`src/rtl/wbs_ctrl_regs.sv`:
```
// WISHBONE slave control/status register block: IDENT, VERSION, SCRATCH, CTRL,
// PULSE, STATUS and a free-running COUNTER, one-cycle registered termination.
//
// state   | meaning
// --------+------------------------------------------------------------
// ST_IDLE | waiting for cyc&stb; access is decoded and committed here
// ST_RESP | one-cycle termination (ack or err), strobe ignored
module wbs_ctrl_regs #(
   parameter logic [31:0] IDENT   = 32'h5355_5246,
   parameter logic [31:0] VERSION = 32'h0000_0001
) (
   input  logic        clk_i,
   input  logic        rst_n_i,
   input  logic        wb_cyc_i,
   input  logic        wb_stb_i,
   input  logic        wb_we_i,
   input  logic [15:0] wb_adr_i,
   input  logic [31:0] wb_dat_i,
   input  logic [3:0]  wb_sel_i,
   output logic [31:0] wb_dat_o,
   output logic        wb_ack_o,
   output logic        wb_err_o,
   output logic        wb_rty_o,
   output logic [31:0] ctrl_o,
   output logic [7:0]  pulse_o,
   input  logic [31:0] status_i
);

   typedef enum logic {ST_IDLE, ST_RESP} state_t;

   localparam logic [13:0] W_IDENT   = 14'd0;
   localparam logic [13:0] W_VERSION = 14'd1;
   localparam logic [13:0] W_SCRATCH = 14'd2;
   localparam logic [13:0] W_CTRL    = 14'd3;
   localparam logic [13:0] W_PULSE   = 14'd4;
   localparam logic [13:0] W_STATUS  = 14'd5;
   localparam logic [13:0] W_COUNTER = 14'd6;

   state_t      state_q, state_d;
   logic [31:0] scratch_q, scratch_d;
   logic [31:0] ctrl_q, ctrl_d;
   logic [31:0] cnt_q, cnt_d;
   logic [31:0] dat_q, dat_d;
   logic        ack_q, ack_d;
   logic        err_q, err_d;
   logic [7:0]  pulse_q, pulse_d;

   logic [13:0] word_adr;
   logic        mapped;
   logic        unused_adr_lsb;

   assign word_adr       = wb_adr_i[15:2];
   assign mapped         = (word_adr <= W_COUNTER);
   assign unused_adr_lsb = &{1'b0, wb_adr_i[1:0]};

   function automatic logic [31:0] merge_lanes(input logic [31:0] old_val,
                                                input logic [31:0] new_val,
                                                input logic [3:0]  sel);
      logic [31:0] res;
      res = old_val;
      for (int b = 0; b < 4; b++) begin
         if (sel[b]) res[8*b +: 8] = new_val[8*b +: 8];
      end
      return res;
   endfunction

   always_comb begin
      state_d   = state_q;
      scratch_d = scratch_q;
      ctrl_d    = ctrl_q;
      cnt_d     = cnt_q + 32'd1;
      dat_d     = 32'd0;
      ack_d     = 1'b0;
      err_d     = 1'b0;
      pulse_d   = 8'd0;
      case (state_q)
         ST_IDLE: begin
            if (wb_cyc_i && wb_stb_i) begin
               state_d = ST_RESP;
               ack_d   = mapped;
               err_d   = !mapped;
               if (wb_we_i) begin
                  case (word_adr)
                     W_SCRATCH: scratch_d = merge_lanes(scratch_q, wb_dat_i, wb_sel_i);
                     W_CTRL:    ctrl_d    = merge_lanes(ctrl_q, wb_dat_i, wb_sel_i);
                     W_PULSE:   if (wb_sel_i[0]) pulse_d = wb_dat_i[7:0];
                     // clear overrides this edge's increment
                     W_COUNTER: if (|wb_sel_i) cnt_d = 32'd0;
                     default:   ;
                  endcase
               end else begin
                  case (word_adr)
                     W_IDENT:   dat_d = IDENT;
                     W_VERSION: dat_d = VERSION;
                     W_SCRATCH: dat_d = scratch_q;
                     W_CTRL:    dat_d = ctrl_q;
                     W_STATUS:  dat_d = status_i;
                     W_COUNTER: dat_d = cnt_q;
                     default:   dat_d = 32'd0;
                  endcase
               end
            end
         end
         ST_RESP: state_d = ST_IDLE;
         default: state_d = ST_IDLE;
      endcase
   end

   always_ff @(posedge clk_i or negedge rst_n_i) begin
      if (!rst_n_i) begin
         state_q   <= ST_IDLE;
         scratch_q <= 32'd0;
         ctrl_q    <= 32'd0;
         cnt_q     <= 32'd0;
         dat_q     <= 32'd0;
         ack_q     <= 1'b0;
         err_q     <= 1'b0;
         pulse_q   <= 8'd0;
      end else begin
         state_q   <= state_d;
         scratch_q <= scratch_d;
         ctrl_q    <= ctrl_d;
         cnt_q     <= cnt_d;
         dat_q     <= dat_d;
         ack_q     <= ack_d;
         err_q     <= err_d;
         pulse_q   <= pulse_d;
      end
   end

   assign wb_dat_o = dat_q;
   assign wb_ack_o = ack_q;
   assign wb_err_o = err_q;
   assign wb_rty_o = 1'b0;
   assign ctrl_o   = ctrl_q;
   assign pulse_o  = pulse_q;

endmodule

```
`config.mk`:
```
export PLATFORM = sky130hd
export DESIGN_NAME = wbs_ctrl_regs
export DESIGN_NICKNAME = d
export VERILOG_FILES = /design/src/rtl/wbs_ctrl_regs.sv
export SDC_FILE = /design/constraint.sdc
export NUM_CORES = 1
export LEC_CHECK = 0
export ABC_AREA = 1
export BUFFER_PORTS_ARGS = -buffer_cell sky130_fd_sc_hd__buf_2
export CORE_MARGIN = 2
export CORE_UTILIZATION = 50
export CTS_CLUSTER_DIAMETER = 30
export DETAILED_ROUTE_END_ITERATION = 8
export GPL_TIMING_DRIVEN = 0
export HOLD_SLACK_MARGIN = 0.1
export PLACE_DENSITY = 0.75
export SLEW_MARGIN = 20
export SYNTH_ARGS = -nofsm -noshare
export SYNTH_HDL_FRONTEND = slang
export SYNTH_SLANG_ARGS = --single-unit
export TNS_END_PERCENT = 30
```
`constraint.sdc`:
```
create_clock -name clk_i -period 2.27 [get_ports clk_i]
set_input_delay 0.1135 -clock clk_i [delete_from_list [all_inputs] [get_ports clk_i]]
set_output_delay 0.1135 -clock clk_i [all_outputs]
set_load 0.05 [all_outputs]
```
### Yosys cells after proc, flatten, opt, wreduce, memory -nomap -nowiden

Cells that the tools add are included.

| storage, ports and cells | value |
|---|---|
| input bits | 89 |
| flip-flop bits (word level) | 139 |
| output and inout bits | 75 |
| word-level logic and storage cells | 55 |

| cells by class | value |
|---|---|
| add/subtract/negate cells | 1 |
| mux-type cells | 20 |
| $lt $le $gt $ge | 1 |
| reductions and logical operators | 12 |
| bitwise logic cells | 1 |
| equal/unequal tests | 6 |

Operator list:

| cell | number |
|---|---|
| $mux W32 | 8 |
| $pmux W32 S6 | 1 |
| $eq A14 B3 Y1 const B | 3 |
| $mux W8 | 5 |
| $reduce_and A5 Y1 | 8 |
| $add A32 B1 Y32 const B | 1 |
| $eq A14 B2 Y1 const B | 2 |
| $eq A14 B1 Y1 const B | 1 |
| $le A14 B3 Y1 const B | 1 |
| $logic_not A14 Y1 | 1 |
| $mux W1 | 5 |
| $reduce_or A4 Y1 | 1 |
| $pmux W1 S2 | 1 |
| $logic_and A1 B1 Y1 | 1 |
| $logic_not A1 Y1 | 1 |
| $not A1 Y1 | 1 |

### Logic depth before layout (Yosys ltp)

Gate-level depths: netlist (run 1).

| depth | value |
|---|---|
| word-level depth | 6 |
| gate-level depth with buffers | 10 |
| gate-level depth less buffers | 10 |

### Worst setup path before layout (run 1)

Ideal clock, no wire load.

| timing path | value |
|---|---|
| path type | register to register |
| start | reg cnt_q[0] |
| end | reg cnt_q[18] |
| slack | 0.827 ns |
| period minus slack after synthesis | 1.443 ns |
| data required time | 2.150 ns |
| cell stages (with the launch flop) | 9 |
| library setup time | 0.120 ns |
| path buffers | 0 |
| arrival time | 1.323 ns |
| cell sequence | dfrtp_1 > ha_1 > nand3_2 > inv_1 > nand3_2 > nor2_1 > nand3_1 > o21ai_0 > nor2_1 |

| between the ends | value |
|---|---|
| word-level cells in the longest chain between the ends | 6 |

Ends and longest elaborated chain:

| what | line | source |
|---|---|---|
| from (decl) | 42 | `logic [31:0] cnt_q, cnt_d;` |
| from (signal assigned) | 123 | `cnt_q <= cnt_d;` |
| $add A32 B1 Y32 (*) | 71 | `cnt_d = cnt_q + 32'd1;` |
| $mux W32 | 88 | `W_COUNTER: if (\|wb_sel_i) cnt_d = 32'd0;` |
| $mux W32 | 83 | `case (word_adr)` |
| $mux W32 | 82 | `if (wb_we_i) begin` |
| $mux W32 | 78 | `if (wb_cyc_i && wb_stb_i) begin` |
| $mux W32 (*) | 76 | `case (state_q)` |
| named net cnt_d[18] | 42 |  |

The timed path passes the listed nets; every way through them passes the cells marked *.
A chain may end at the register's enable or synchronous reset.

### Worst setup path after layout (run 1)

| timing path | value |
|---|---|
| start | reg state_q |
| end | reg dat_q[15] (netlist: wb_dat_o[15]) |

| between the ends | value |
|---|---|
| word-level cells in the longest chain between the ends | 1 |

Ends and longest elaborated chain:

| what | line | source |
|---|---|---|
| from (decl) | 39 | `state_t state_q, state_d;` |
| from (signal assigned) | 120 | `state_q <= state_d;` |
| $mux W32 | 76 |  |
| named net dat_d[15] | 43 | `logic [31:0] dat_q, dat_d;` |
| to (signal assigned) | 124 | `dat_q <= dat_d;` |
| to (decl) | 43 |  |

The timed path passes the listed nets, and every way through them passes these cells.

==> results of run 1 <==
[where the power goes]
part | internal [W] | switching [W]
combinational | 0.000174 | 0.000235
clock | 0.00198 | 0.00111
sequential | 0.00251 | 0.0000444
[layout by cell type (no fill, tap or decap), types with 10 or more instances in the layout]
cell type	count
dfrtp_1	139
nand3_1	122
clkbuf_16	17
o21ai_2	19
buf_2	177
o21ai_1	48
a21oi_1	14
inv_1	72
nor2_1	127
nand4_1	33
nor2_2	10
dlygate4sd3_1	60
clkbuf_1	10
nand2_1	201
xor2_1	12
[how the worst max path moves through the flow]
| stage | slack (ns) | end | cells past startpoint | start |
|---|---|---|---|---|
| floorplan | 0.83 | cnt_q[18]$_DFF_PN0_ | 8 | cnt_q[0]$_DFF_PN0_ |
| global placement | -0.85 | ctrl_o[21]$_DFFE_PN0P_ | 1 | rst_n_i |
| detailed placement | 0.37 | cnt_q[30]$_DFF_PN0_ | 7 | cnt_q[0]$_DFF_PN0_ |
| CTS | 0.15 | wb_dat_o[15]$_DFF_PN0_ | 7 | state_q$_DFF_PN0_ |
| global route | 0.03 | wb_dat_o[15]$_DFF_PN0_ | 7 | state_q$_DFF_PN0_ |
| finish | 0.1 | wb_dat_o[15]$_DFF_PN0_ | 7 | state_q$_DFF_PN0_ |
[cells by family after synthesis]
logic type	after synthesis	share of synthesized area, %
simple gates	533	34.4
fa+ha+maj	1	0.175
buf+inv	119	7.52
other cells	1	0.0526
flops	139	48.8
xor+xnor	16	1.96
compound gates	86	7.10
[tightest hold or removal path, stage by stage]
cell and delay (ns):
buf_2 0.09, nand3_1 0.07, nand3_1 0.08, nor2_1 0.04, nor2_1 0.11
[stage by stage]
| step | worst slack [ns] | cells | total power, W | area [um2] |
|---|---|---|---|---|
| floorplan | 0.827 | 895 | 0.00272 | 7130 |
| global placement | -0.850 | 1235 | 0.00290 | 8160 |
| detailed placement | 0.367 | 1236 | 0.00292 | 8200 |
| CTS | 0.149 | 1326 | 0.00605 | 9450 |
| global route | 0.0315 | 1326 | 0.00622 | 9450 |
| finish | 0.0966 | 1326 | 0.00606 | 9450 |
[layout make-up]
type,instances,share of cell area [%]
clock inverters,12,2.24
clock buffers,18,4.65
flip-flops and latches,139,36.8
plain buffers,44,2.70
inverters,75,2.98
repair buffers,221,15.2
multi-input cells,637,33.0
well taps,180,2.38
[registers in the layout, summed over array words and instances, names as in the netlist]
name       count
ctrl_o        32
wb_ack_o       1
wb_err_o       1
scratch_q     32
wb_dat_o      32
cnt_q         32
state_q        1
pulse_o        8
[routing by layer]
| layer | routed length (um) | GRT usage, % | vias to the layer above |
|---|---|---|---|
| met5 | 0 | 0 | - |
| met1 | 9670 | 43.1 | 3416 |
| met2 | 10900 | 50.4 | 398 |
| li1 | - | - | 3382 |
| met4 | 1050 | 15.6 | 0 |
| met3 | 1870 | 6.37 | 92 |
==> reports/qor.csv, run 1 <==
metric;value;unit
status;completed;
synth_edf_count;0;
grt_start_max_net_pins;72;
cts_tree;built;
core_area;13900;um2
cp_num_buf_inv;3;
reg2regPathDepth;7;
final_net_count;1225;
final_max_slew_viol_count;0;
yosys-top-cells-area;dfrtp_1 49%, nand2_1 11%, nand3_1 8.6%, nor2_1 6.7%, inv_1 3.8%;
antenna_found_initial;0;
cp.arrival;2.50;ns
setup-violations-final;0;
io_buffer_count;160;
clock_skew;0.0116;ns
cp_slowest_cell;dlygate4sd3_1;
hold_buffers;60;
hold_violations;0;
fp.dieArea;15200;um2
wirelength;23.5;mm
clock_sinks;139;
cp.required;2.59;ns
cpMostUsedCell;nor2_1;
r2r_start;state_q$_DFF_PN0_;
post_cts_buffers;0;
firstDrtPassIters;6;
path_clk_slew;0.06;ns
area_growth_syn_to_layout;32.5;%
io_pins;164;
die_x;123;um
hp-start;status_i[18];
fillCellCount;1117;
multi_input_area;3120;um2
clock_path_buffers;2;
hold-path-cell-count;5;
num_vias;7288;
hold_ws;0.121;ns
async_flop_share;100;%
r2r_end;wb_dat_o[15]$_DFF_PN0_;
regArea;3480;um2
yosys_warnings;0;
netlist_area;7130;um2
rsz0062_at_grt;false;
synth_commonest_cells;201 x nand2_1, 139 x dfrtp_1, 127 x nor2_1, 122 x nand3_1, 72 x inv_1;
grt_util_all_layers;32.3;%
synth.distinct_cells;33;
htreeDepth;4;
setup.worst_path.end_class;flop;
grt_pass1_vias;6982;
maxCapViolations;0;
start_util;51.2;%
crit_family;buffers and inverters;
fin_crit_sh;95.7;%
r2r_setup_slack;0.1;ns
powerDensity;641;nW/um2
detail-route-antenna-nets;0;
gp_congestion;0.929;
yosysTopAreaCellShare;48.8;%
yosysMostFrequentCell;nand2_1;
holdPathEnd;wb_dat_o[18]$_DFF_PN0_;
wl_per_cell;17.7;um
hold_path_class;primary input to flop;
cts_buffers;17;
critPathMaxStageDelay;0.63;ns
crit_fanout;10;
drc;0;
yosysSeqAreaShare;48.8;%
cts_resized;0;
diodes;0;
overflow;0;
crit_path_cell_trace;nor2_4 -> dlygate4sd3_1 -> inv_1 -> nor2_1 -> nand2_1 -> buf_2 -> nor2_1;
p_leak;4.92;nW
timing.final.crit_period;2.17;ns
final_util;67.8;%
synth-seq-cells;139;
syn-instance-count;895;
hpwl;16.4;mm
synth_area_leader_cell;dfrtp_1;
drive_gt1_share;24.7;%
root_buffer;clkbuf_16;
grt_pass1_wl;36.4;mm
initialDrtViolationCount;808;
max_slew.worst_pin.slew;0.711;ns
core.rowCount;43;
worst_skew_pair.late_latency;0.43;ns
peakVddDrop;512;uV
fp.dieH;123;um
maxSlewHeadroom;52.6;%
vias_per_cell;5.50;
startpoint_type;flop;
tns;0;ns
timing.fmax;460;MHz
syn_area_per_cell;7.97;um2
synthFlopType;dfrtp_1;
syn_nets;985;
worstSetupPathType;flop to flop;
No activity file was read; power rests on OpenSTA's default activity.
==> run 2, diff against run 1 <==
- CORE_UTILIZATION: 50 -> 35
- PLACE_DENSITY: 0.75 -> default
==> reports/qor.csv, run 2 (synthesis gave the netlist of run 1 again) <==
metric;value;unit;change
antenna_found_initial;0;;unchanged
regArea;3480;um2;unchanged
cts_buffers;17;;unchanged
clock_skew;0.0111;ns;-0.000496 ns
grt_pass1_vias;6886;;-1.4%
startpoint_type;flop;;
io_buffer_count;160;;unchanged
cp.required;2.61;ns;+0.02 ns
drive_gt1_share;24.9;%;+0.20 points
gp_congestion;0.956;;+2.9%
power.total;0.00586;W;-3.2%
setup_ws;0.218;ns;+0.121 ns
startpoint;state_q$_DFF_PN0_;;
r2r_setup_slack;0.22;ns;+0.12 ns
crit_path_cell_trace;nor2_4 -> dlygate4sd3_1 -> inv_1 -> nor2_1 -> nand2_1 -> buf_2 -> nor2_1;;
hpwl;17.9;mm;+8.6%
cts_tree;built;;
peakVddDrop;494;uV;-3.5%
overflow;0;;unchanged
detail-route-antenna-nets;0;;unchanged
grt_pass1_wl;37.9;mm;+4.1%
final_util;47.2;%;-21 points
firstDrtPassIters;6;;unchanged
fp.dieArea;21500;um2;+41%
grt_util_all_layers;22.9;%;-9.4 points
setup-violations-final;0;;unchanged
critPathMaxStageDelay;0.64;ns;about the same
status;completed;;
fp.dieH;147;um;+19%
rsz0062_at_grt;false;;
wirelength;23.7;mm;+1.1%
initialDrtViolationCount;582;;-28%
cts_resized;0;;unchanged
pre_cts_slack;0.390;ns;+0.0236 ns
clock_sinks;139;;unchanged
hold_violations;0;;unchanged
worst_skew_pair.late_latency;0.43;ns;about the same
p_leak;4.88;nW;-0.70%
diodes;0;;unchanged
grt_start_max_net_pins;83;;+15%
cp.arrival;2.39;ns;-0.11 ns
drc;0;;unchanged
mostFrequentLayoutCells;201 x nand2_1, 177 x buf_2, 139 x dfrtp_1;;
core_area;20100;um2;+44%
die_x;147;um;+19%
layout_commonest_cell;nand2_1;;
setup.worst_path.end_class;flop;;
r2r_end;wb_dat_o[24]$_DFF_PN0_;;
core.rowCount;52;;+21%
fin_crit_sh;90.4;%;-5.3 points
start_util;35.5;%;-16 points
cpMostUsedCell;nor2_1;;
fillCellCount;1973;;+77%
clock_path_buffers;2;;unchanged
crit_fanout;10;;unchanged
multi_input_area;3120;um2;unchanged
maxCapViolations;0;;unchanged
hold_ws;0.112;ns;-0.00944 ns
area_growth_syn_to_layout;33.0;%;
max_slew.worst_pin.slew;0.739;ns;+0.0282 ns
root_buffer;clkbuf_16;;
timing.fmax;487;MHz;+5.9%
vias_per_cell;4.92;;-11%
timing.final.crit_period;2.05;ns;-0.121 ns
htreeDepth;4;;unchanged
tns;0;ns;unchanged
r2r_start;state_q$_DFF_PN0_;;
path_clk_slew;0.06;ns;about the same
worstSetupPathType;flop to flop;;
reg2regPathDepth;7;;unchanged
wl_per_cell;16.8;um;-5.3%
worstSetupEndpoint;wb_dat_o[24]$_DFF_PN0_;;
maxSlewHeadroom;50.7;%;-1.9 points
hold_path_class;primary input to flop;;
io_pins;164;;unchanged
final_max_slew_viol_count;0;;unchanged
final_net_count;1222;;-0.24%
cp_slowest_cell;dlygate4sd3_1;;
num_vias;6960;;-4.5%
powerDensity;618;nW/um2;-3.6%
run 2: changes by cell type in the layout (fill, tap and decap cells not counted), sizes merged:
cell | previous run | this run
dlygate4sd3 | 60 | 57
inv | 78 | 81
clkbuf | 28 | 27
clkinvlp | 0 | 2
bufinv | 5 | 3
run 2: where the power goes:
group / switching [W] / internal [W] / leakage (nW)
Clock: 0.00116 / 0.00175 / 0.295
Combinational: 0.000231 / 0.000170 / 2.72
Sequential: 0.0000428 / 0.00251 / 1.86
run 2: worst min path at each step:
stage | startpoint | end | cells past startpoint
floorplan | rst_n_i | cnt_q[0]$_DFF_PN0_ | 0
global placement | wb_dat_i[15] | scratch_q[15]$_DFFE_PN0P_ | 3
detailed placement | rst_n_i | pulse_o[6]$_DFF_PN0_ | 1
CTS | status_i[0] | wb_dat_o[0]$_DFF_PN0_ | 5
global route | status_i[0] | wb_dat_o[0]$_DFF_PN0_ | 5
finish | status_i[30] | wb_dat_o[30]$_DFF_PN0_ | 5
run 2: cell type report:
cell class | count | share of cell area [%]
timing repair buffer | 218 | 14.8
clock inverter | 15 | 1.95
clock buffer | 17 | 4.48
tap | 270 | 3.56
inverter | 75 | 2.97
sequential | 139 | 36.7
multi-input combinational | 637 | 32.9
buffer | 44 | 2.69
run 2: critical path, delay by kind of cell, from the launching register on:
family,cells,cell delay (ns)
flip-flops,1,0.39
buffers and inverters,3,0.96
AND/OR/NAND/NOR,4,0.62
run 2: what timing repair did:
item | CTS | global route
hold buffers | 57 | 0
setup buffers | 0 | 0
hold endpoints to repair | 170 | 0
run 2: through the flow:
stage,cells,area (um2)
after floorplan,895,7130
after global placement,1325,8270
after detailed placement,1326,8310
after CTS,1415,9490
after global routing,1415,9490
final,1415,9490
run 2: per-layer routing:
layer	wire length, um	global-route usage, %	share of wire, %
met1	10500	31.5	44
met2	11200	36.8	47
met3	1460	3.88	6.2
met4	588	7.67	2.5
met5	0	0	0
